<file path="config.mk">
export PLATFORM = sky130hd
export DESIGN_NAME = sync_fifo_prog
export DESIGN_NICKNAME = d
export VERILOG_FILES = /design/src/rtl/sync_fifo_prog.sv
export SDC_FILE = /design/constraint.sdc
export NUM_CORES = 1
export LEC_CHECK = 0
export CAP_MARGIN = 25
export CORE_MARGIN = 5
export CORE_UTILIZATION = 30
export DETAILED_ROUTE_END_ITERATION = 6
export SYNTH_ARGS = -nofsm -noshare
export SYNTH_HDL_FRONTEND = slang
export SYNTH_SLANG_ARGS = --single-unit
</file>
<file path="constraint.sdc">
create_clock -name clk -period 8.65 [get_ports clk]
set_input_delay 1.73 -clock clk [delete_from_list [all_inputs] [get_ports clk]]
set_output_delay 1.73 -clock clk [all_outputs]
set_load 0.05 [all_outputs]
</file>
<file path="src/rtl/sync_fifo_prog.sv">
// Synchronous first-word-fall-through FIFO with programmable almost-full and almost-empty thresholds.
// It also provides sticky overflow/underflow flags and a high-water mark.
module sync_fifo_prog #(
  parameter  int DEPTH = 16,
  parameter  int WIDTH = 32,
  localparam int CNT_W = $clog2(DEPTH + 1)
) (
  input  logic             clk,
  input  logic             rst_n,
  input  logic             push,
  input  logic [WIDTH-1:0] wr_data,
  input  logic             pop,
  output logic [WIDTH-1:0] rd_data,
  input  logic             flush,
  input  logic [CNT_W-1:0] af_thresh,
  input  logic [CNT_W-1:0] ae_thresh,
  input  logic             err_clr,
  output logic             full,
  output logic             empty,
  output logic             almost_full,
  output logic             almost_empty,
  output logic [CNT_W-1:0] count,
  output logic             overflow,
  output logic             underflow,
  output logic [CNT_W-1:0] max_level
);

  localparam int PTR_W = (DEPTH > 1) ? $clog2(DEPTH) : 1;
  localparam logic [PTR_W-1:0] LAST_PTR = PTR_W'(DEPTH - 1);
  localparam logic [CNT_W-1:0] FULL_CNT = CNT_W'(DEPTH);

  logic [WIDTH-1:0] mem [DEPTH];
  logic [PTR_W-1:0] wr_ptr;
  logic [PTR_W-1:0] rd_ptr;

  logic             pop_acc;
  logic             push_acc;
  logic             ovf_evt;
  logic             unf_evt;
  logic [CNT_W-1:0] count_nxt;
  logic [CNT_W-1:0] max_nxt;

  // flush swallows both requests in its cycle, so it also suppresses error events
  always_comb begin
    pop_acc  = pop && (count != '0) && !flush;
    push_acc = push && ((count != FULL_CNT) || pop_acc) && !flush;
    ovf_evt  = push && !flush && !push_acc;
    unf_evt  = pop && !flush && (count == '0);
  end

  always_comb begin
    count_nxt = count;
    if (flush)
      count_nxt = '0;
    else if (push_acc && !pop_acc)
      count_nxt = count + CNT_W'(1);
    else if (pop_acc && !push_acc)
      count_nxt = count - CNT_W'(1);
  end

  // a fresh clear still records the level this edge establishes
  always_comb begin
    max_nxt = max_level;
    if (err_clr)
      max_nxt = count_nxt;
    else if (count_nxt > max_level)
      max_nxt = count_nxt;
  end

  always_ff @(posedge clk or negedge rst_n) begin
    if (!rst_n) begin
      wr_ptr    <= '0;
      rd_ptr    <= '0;
      count     <= '0;
      overflow  <= 1'b0;
      underflow <= 1'b0;
      max_level <= '0;
    end else begin
      if (flush) begin
        wr_ptr <= '0;
        rd_ptr <= '0;
      end else begin
        if (push_acc)
          wr_ptr <= (wr_ptr == LAST_PTR) ? '0 : wr_ptr + PTR_W'(1);
        if (pop_acc)
          rd_ptr <= (rd_ptr == LAST_PTR) ? '0 : rd_ptr + PTR_W'(1);
      end
      count     <= count_nxt;
      overflow  <= ovf_evt || (overflow && !err_clr);
      underflow <= unf_evt || (underflow && !err_clr);
      max_level <= max_nxt;
    end
  end

  // storage is never reset; visibility is gated by count
  always_ff @(posedge clk) begin
    if (push_acc)
      mem[wr_ptr] <= wr_data;
  end

  always_comb begin
    rd_data      = (count != '0) ? mem[rd_ptr] : '0;
    full         = (count == FULL_CNT);
    empty        = (count == '0);
    almost_full  = (count >= af_thresh);
    almost_empty = (count <= ae_thresh);
  end

endmodule
</file>
==> impl_results.md, run 1 <==
* Crit-path cells: inv_1 > ha_1 > or4b_1 > or2b_2 > o22ai_1 > clkdlybuf4s50_1
* FFs w/ async S/R, synth at under 10%
* Post-CTS Setup Repair Bufs at 0
* Post-synthesis simple-gate area fraction at under 10%
* Max FO, Critical Path at 32
* Lkg Pwr at around 7.5 nW
* Vias per inst at roughly 4.8
* Slew HR at 28.3%
* Synth Flop Type: edfxtp_1
* Worst slew pin tran at 1.08 ns
* Total number of vias at 9,940
* Worst clock skew at ~0.023 ns
* Fill cell count at 6,398
* Mux cell area share after synthesis at 17.0%
* Largest net degree at the start of global routing at between 60 and 70
* Clock Path Buffers at 3
* Synth Register Bits at 532
* Synth top area share at 73.1%
* Port buffer count at 95
* HP Class: flop to flop
* Top post-synthesis cells by area: edfxtp_1 73%, mux4_2 14%, mux2i_1 3.0%
* Routed WL per cell at 22.2 µm
* Post-route ant nets at 0
* CTS Buf Count at 52
* CP Capture Type: output port
* Syn_nets at 1,057
* Pre-CTS WS at ~2.8 ns
* Final wirelength at 46,200 µm
* Buffers & Inverters on Critical Path at 2
* Largest family of logic cells by synthesized area: multiplexers
* Max Freq at 0.166 GHz
* Clk pin slew, worst setup/hold paths at roughly 0.06 ns
* RSZ-0062 raised after global routing: false
* Warnings, synthesis at 0
* H-tree depth at 2
* Nets at 1,177
* Synth Area in Compound Gates at 2.40%
* Initial core utilization at 30.1%
* Fraction of layout cells with a size suffix above 1 at a little over a fifth
* Placeable Area at 0.0698 mm²
* Outcome: finished, final reports clean
* Setup TNS at 0 ns
* Min Tclk post-route at 6.01 ns
* Critical path's slowest cell: or2b_2
* Final setup vio count at 0
* Register Area at approximately 0.016 mm²
* Total track usage at 12.1%
* Arrival time at the worst endpoint at 4.28 ns
* Area Overhead vs Synth at 18.1%
* Number of synthesized flops with an enable pin at 512
* Cells after Synth at 986
* Top-Level Pins at 96
* Critical path startpoint category: flop
* Clock Latency Late Sink at around 0.6 ns
* Final HPWL from detailed placement at 24,200 µm
* Clk sinks at roughly 530
* Post-Synth XOR/XNOR Area at less than 1%
* Max VDD drop at 0.150 mV
* Initial antenna violation count at 5
* WS Path Type: flop to output port
* Final setup margin at around 2.6 ns
* Final GP Congestion at 0.704
* Cell variety after synth at a little under 60
* Num rows at 97
* Mapped Area at 0.0210 mm²
* Starting DRT DRC Count at ~570
* Share of the yosys chip area belonging to registers at 75.5%
* DR pass1 iterations at 5
* CTS Hold Buffers Added at 0
* Final hold vios at 0
* Die height at 275 µm
* Syn_area_per_cell at around 21 µm²
* Max-slew violations at 0
* GRT overflow at 0
* Yosys top cell by area: edfxtp_1
* CP required at around 6.9 ns
* First-pass GRT wire length at 68,500 µm
* Vias in the first global route at 10,300
* Root Driver: clkbuf_16
* Pwr per Cell Area at 236 mW/mm²
* Synth cell count leaders: 512 x edfxtp_1, 128 x mux4_2, 64 x mux2i_1
* Post_cts resized at 0
* Die area at 0.0755 mm²
* Adder-cell share of the synthesized area at 1.37%
* CP delay by family, top: simple AND/OR/NAND/NOR gates
* Die width at approximately 270 µm
* Multi-input logic area at 0.00492 mm²
* MaxCap Viol Count at 0
* CP peak stage delay at 0.94 ns
* Most common cell in the netlist: edfxtp_1
* Tcrit/Tclk final at 69.5%
* CTS tree: yes
* DRC Markers at 0
power by group:
part,switching [mW],internal [mW]
combinational,0.513,0.362
clock,0.919,1.16
sequential,0.0378,2.85
total,1.47,4.38
registers in the layout (all words and copies together), names as in the netlist:
signal,flops
count,5
underflow,1
max_level,5
overflow,1
rd_ptr,4
mem,512
wr_ptr,4
cells in the final DEF (no fill, tap or decap), types with 4 or more instances in the layout:
cell / n
edfxtp_1: 512
mux4_2: 128
clkdlybuf4s50_1: 95
mux2i_1: 64
clkbuf_16: 52
o22ai_1: 33
inv_1: 25
ha_1: 23
buf_4: 20
dfrtp_1: 17
nand2_1: 14
a21oi_1: 14
clkinv_1: 14
clkbuf_1: 12
o21ai_0: 8
nor2b_1: 7
nand3_1: 7
nor2_1: 7
clkinv_2: 5
nor3_2: 4
nor2_4: 4
o21a_1: 4
mux2_2: 4
cell type report:
type	instances	area share [%]
diodes	2	0.0202
inverters	26	0.393
flip-flops and latches	532	64.0
clock buffers	64	5.42
clock inverters	25	0.822
multi-input cells	375	19.8
repair buffers	119	4.79
well taps	940	4.74
per-stage QoR:
stage	cells	utilization (%)	hold slack, ns	total power, mW	cell area [µm²]
floorplan	986	-	0.551	3.54	21000
global placement	1989	33.2	0.491	3.82	23200
detailed placement	1990	33.3	0.495	3.83	23200
CTS	2079	35.5	0.509	5.93	24800
global route	2081	35.6	0.533	6.08	24800
finish	2083	35.6	0.507	5.85	24800
worst paths after layout:
check	slack, ns	to	cells past startpoint	startpoint
max reg2reg	4.78	max_level[2]	11	count[0]
max	2.64	rd_data[31]	6	count[0]
min in group asynchronous	1.38	max_level[4]	1	rst_n
max in group asynchronous	6.88	rd_ptr[3]	2	rst_n
min	0.51	underflow	1	underflow
min reg2reg	0.51	underflow	1	underflow
cells by family (layout without fill, tap and decap cells):
logic type,after synthesis,after routing
DFF,532,532
muxes,197,197
buffers and inverters,79,234
AOI/OAI and AO/OA,77,77
and+or+nand+nor,76,76
adders and majority gates,23,23
xor gates and xnor gates,2,2
other,0,2
routing by layer:
metal | GRT usage (%) | part of all wire, %
met1 | 16.1 | 43
met2 | 20.6 | 50
met3 | 2.53 | 4.9
met4 | 2.81 | 1.5
met5 | 0 | 0.089
Power figures use the tool's default switching activity.
==> run 2, diff against run 1 <==
Clock period 8.65 ns to 4.9 ns, I/O delays scaled along.
==> run 2 against run 1 <==
Effect of this change:
- wire length grew 1.8%
- sequential cell count is the same
- non-clock buffer count grew 13
- cell area grew 1.4%
- first-iteration DRC count grew 12%
- sequential share of layout area shrank 0.89 points
- clock skew shrank 0.0085 ns
- die area is the same
- sequential power grew 76%
- power grew 81%
- global-route usage grew 0.31 points
- clock power grew 87%
==> impl_results.md, run 2 (synthesized netlist as in run 1, its figures left out) <==
* Final GP Congestion at 0.737 (was 0.704)
* Die width at 275 µm (unchanged)
* Tcrit/Tclk final at 95.9%
* Worst slew pin tran at 1.02 ns (was 1.08 ns)
* CP Capture Type: output port (unchanged)
* Initial core utilization at 30.1% (unchanged)
* WS Path Type: flop to output port (unchanged)
* Placeable Area at 0.0698 mm² (unchanged)
* Routed WL per cell at 22.4 µm (was 22.2 µm)
* RSZ-0062 raised after global routing: false (unchanged)
* CTS Buf Count at 51 (was 52)
* Register Area at 0.0159 mm² (unchanged)
* First-pass GRT wire length at 70,300 µm (was 68,500 µm)
* Final setup margin at 0.202 ns (was 2.64 ns)
* Root Driver: clkbuf_16 (unchanged)
* Final HPWL from detailed placement at 25,900 µm (was 24,200 µm)
* Non-Filler Instances at 2,100 (was 2,083)
* Max VDD drop at 0.265 mV (was 0.150 mV)
* Pre-CTS WS at 0.524 ns (was 2.82 ns)
* DRC Markers at 0 (unchanged)
* Clk pin slew, worst setup/hold paths at 0.06 ns (about the same)
* Fill cell count at 6,347 (was 6,398)
* Num rows at 97 (unchanged)
* Outcome: finished, final reports clean (unchanged)
* Final wirelength at 47,000 µm (was 46,200 µm)
* Worst clock skew at 0.0144 ns (was 0.0229 ns)
* Vias in the first global route at 10,500 (was 10,300)
* Nets at 1,189 (was 1,177)
* Clk sinks at 532 (unchanged)
* Total track usage at 12.4% (was 12.1%)
* Largest net degree at the start of global routing at 47 (was 62)
* H-tree depth at 2 (unchanged)
* Max FO, Critical Path at 14 (was 32)
* Initial antenna violation count at 4 (was 5)
* Commonest non-fill, non-tap cell in the layout: edfxtp_1 (unchanged)
* CTS tree: yes (unchanged)
* Port buffer count at 95 (unchanged)
* Most frequent cells in the layout: 512 x edfxtp_1, 128 x mux4_2, 95 x clkdlybuf4s50_1 (unchanged)
* Max Freq at 0.213 GHz
* Post-route ant nets at 0 (unchanged)
* MaxCap Viol Count at 0 (unchanged)
* Clock Path Buffers at 3 (unchanged)
* Largest register by flop count: mem (unchanged)
* Final setup vio count at 0 (unchanged)
* Min Tclk post-route at between 4 and 5 ns
* Fraction of layout cells with a size suffix above 1 at 23.2% (was 21.6%)
* Placed Instances at 2,004 (was 1,990)
* Area Overhead vs Synth at 19.7% (was 18.1%)
* Min Hold Slack at 0.514 ns (was 0.507 ns)
* Pwr per Cell Area at 420 mW/mm² (was 236 mW/mm²)
* Max FFs per register at 512 (unchanged)
* HP Class: flop to flop (unchanged)
* Clock Latency Late Sink at 0.60 ns (about the same)
* Top-Level Pins at 96 (unchanged)
* CTS Hold Buffers Added at 0 (unchanged)
* Final hold vios at 0 (unchanged)
* Max-slew violations at 0 (unchanged)
* Pwr Total at 10.6 mW (was 5.85 mW)
* DR pass1 iterations at 5 (unchanged)
* Critical path startpoint category: flop (unchanged)
* Multi-input logic area at 0.00493 mm² (was 0.00492 mm²)
* CP required at 3.92 ns (was 6.92 ns)
* Die height at 275 µm (unchanged)
* GRT overflow at 0 (unchanged)
* Vias per inst at 4.80 (was 4.77)
* Arrival time at the worst endpoint at 3.72 ns (was 4.28 ns)
* Starting DRT DRC Count at 642 (was 572)
* Die area at 0.0755 mm² (unchanged)
* Total number of vias at 10,100 (was 9,940)
* Lkg Pwr at 7.65 nW (was 7.50 nW)
* Slew HR at 32.0% (was 28.3%)
* Largest regs: mem x512, count x5, max_level x5 (unchanged)
[run 2: changes by cell type in the layout (fill, tap and decap cells not counted), moves of 3 or more]
cell / delta
buf_12: +11
clkinv_2: +5
clkbuf_1: -4
bufinv_16: +3
[run 2: through the flow]
step           area (µm²)  utilization, %  TNS (ns)
2_1_floorplan       21000               -    -38.96
3_3_place_gp        23500            33.6         0
3_5_place_dp        23500            33.6         0
4_1_cts             25100            36.0         0
5_1_grt             25200            36.1         0
6_report            25200            36.1         0
[run 2: critical path, cell delays in order, from the launching register on]
cell and delay (ns):
dfrtp_1 0.44, inv_1 0.15, ha_1 0.29, or4b_1 0.61, or2b_4 0.47, buf_4 0.28
o22ai_1 0.12, clkdlybuf4s50_1 0.73
[run 2: final cells by class]
| cell class | count | area share, % |
|---|---|---|
| tap | 940 | 4.67 |
| timing repair buffer | 132 | 5.65 |
| multi-input combinational | 375 | 19.6 |
| sequential | 532 | 63.1 |
| clock inverter | 33 | 1.29 |
| clock buffer | 60 | 5.29 |
| inverter | 26 | 0.388 |
| antenna | 2 | 0.0199 |
[run 2: what timing repair did]
item,4_1_cts,5_1_grt
endpoints found under the setup margin,0,21
hold endpoints to repair,0,0
resized for setup,0,1
buffers inserted,0,0
[run 2: path summary, 6_finish.rpt]
path                            from           end  slack (ns)  cells past startpoint
max                         count[0]   rd_data[14]        0.20                      7
min                        underflow     underflow        0.51                      1
max reg2reg                 count[0]  max_level[3]        1.22                     12
min reg2reg                underflow     underflow        0.51                      1
max in group asynchronous      rst_n     rd_ptr[1]        3.81                      2
min in group asynchronous      rst_n  max_level[3]        0.67                      1
[run 2: power by group]
part	total (mW)	internal [mW]	switching, mW	leakage [nW]
Sequential	5.10	5.04	0.0675	4.88
Clock	3.89	2.22	1.67	0.808
Combinational	1.57	0.665	0.906	1.97
[run 2: layer usage]
layer	wire length (µm)	up-vias	track usage (%)
met5	12	-	0
met4	719	2	2.68
met3	2810	53	2.81
met2	23400	249	21.0
met1	20000	5374	16.6
li1	-	4395	-
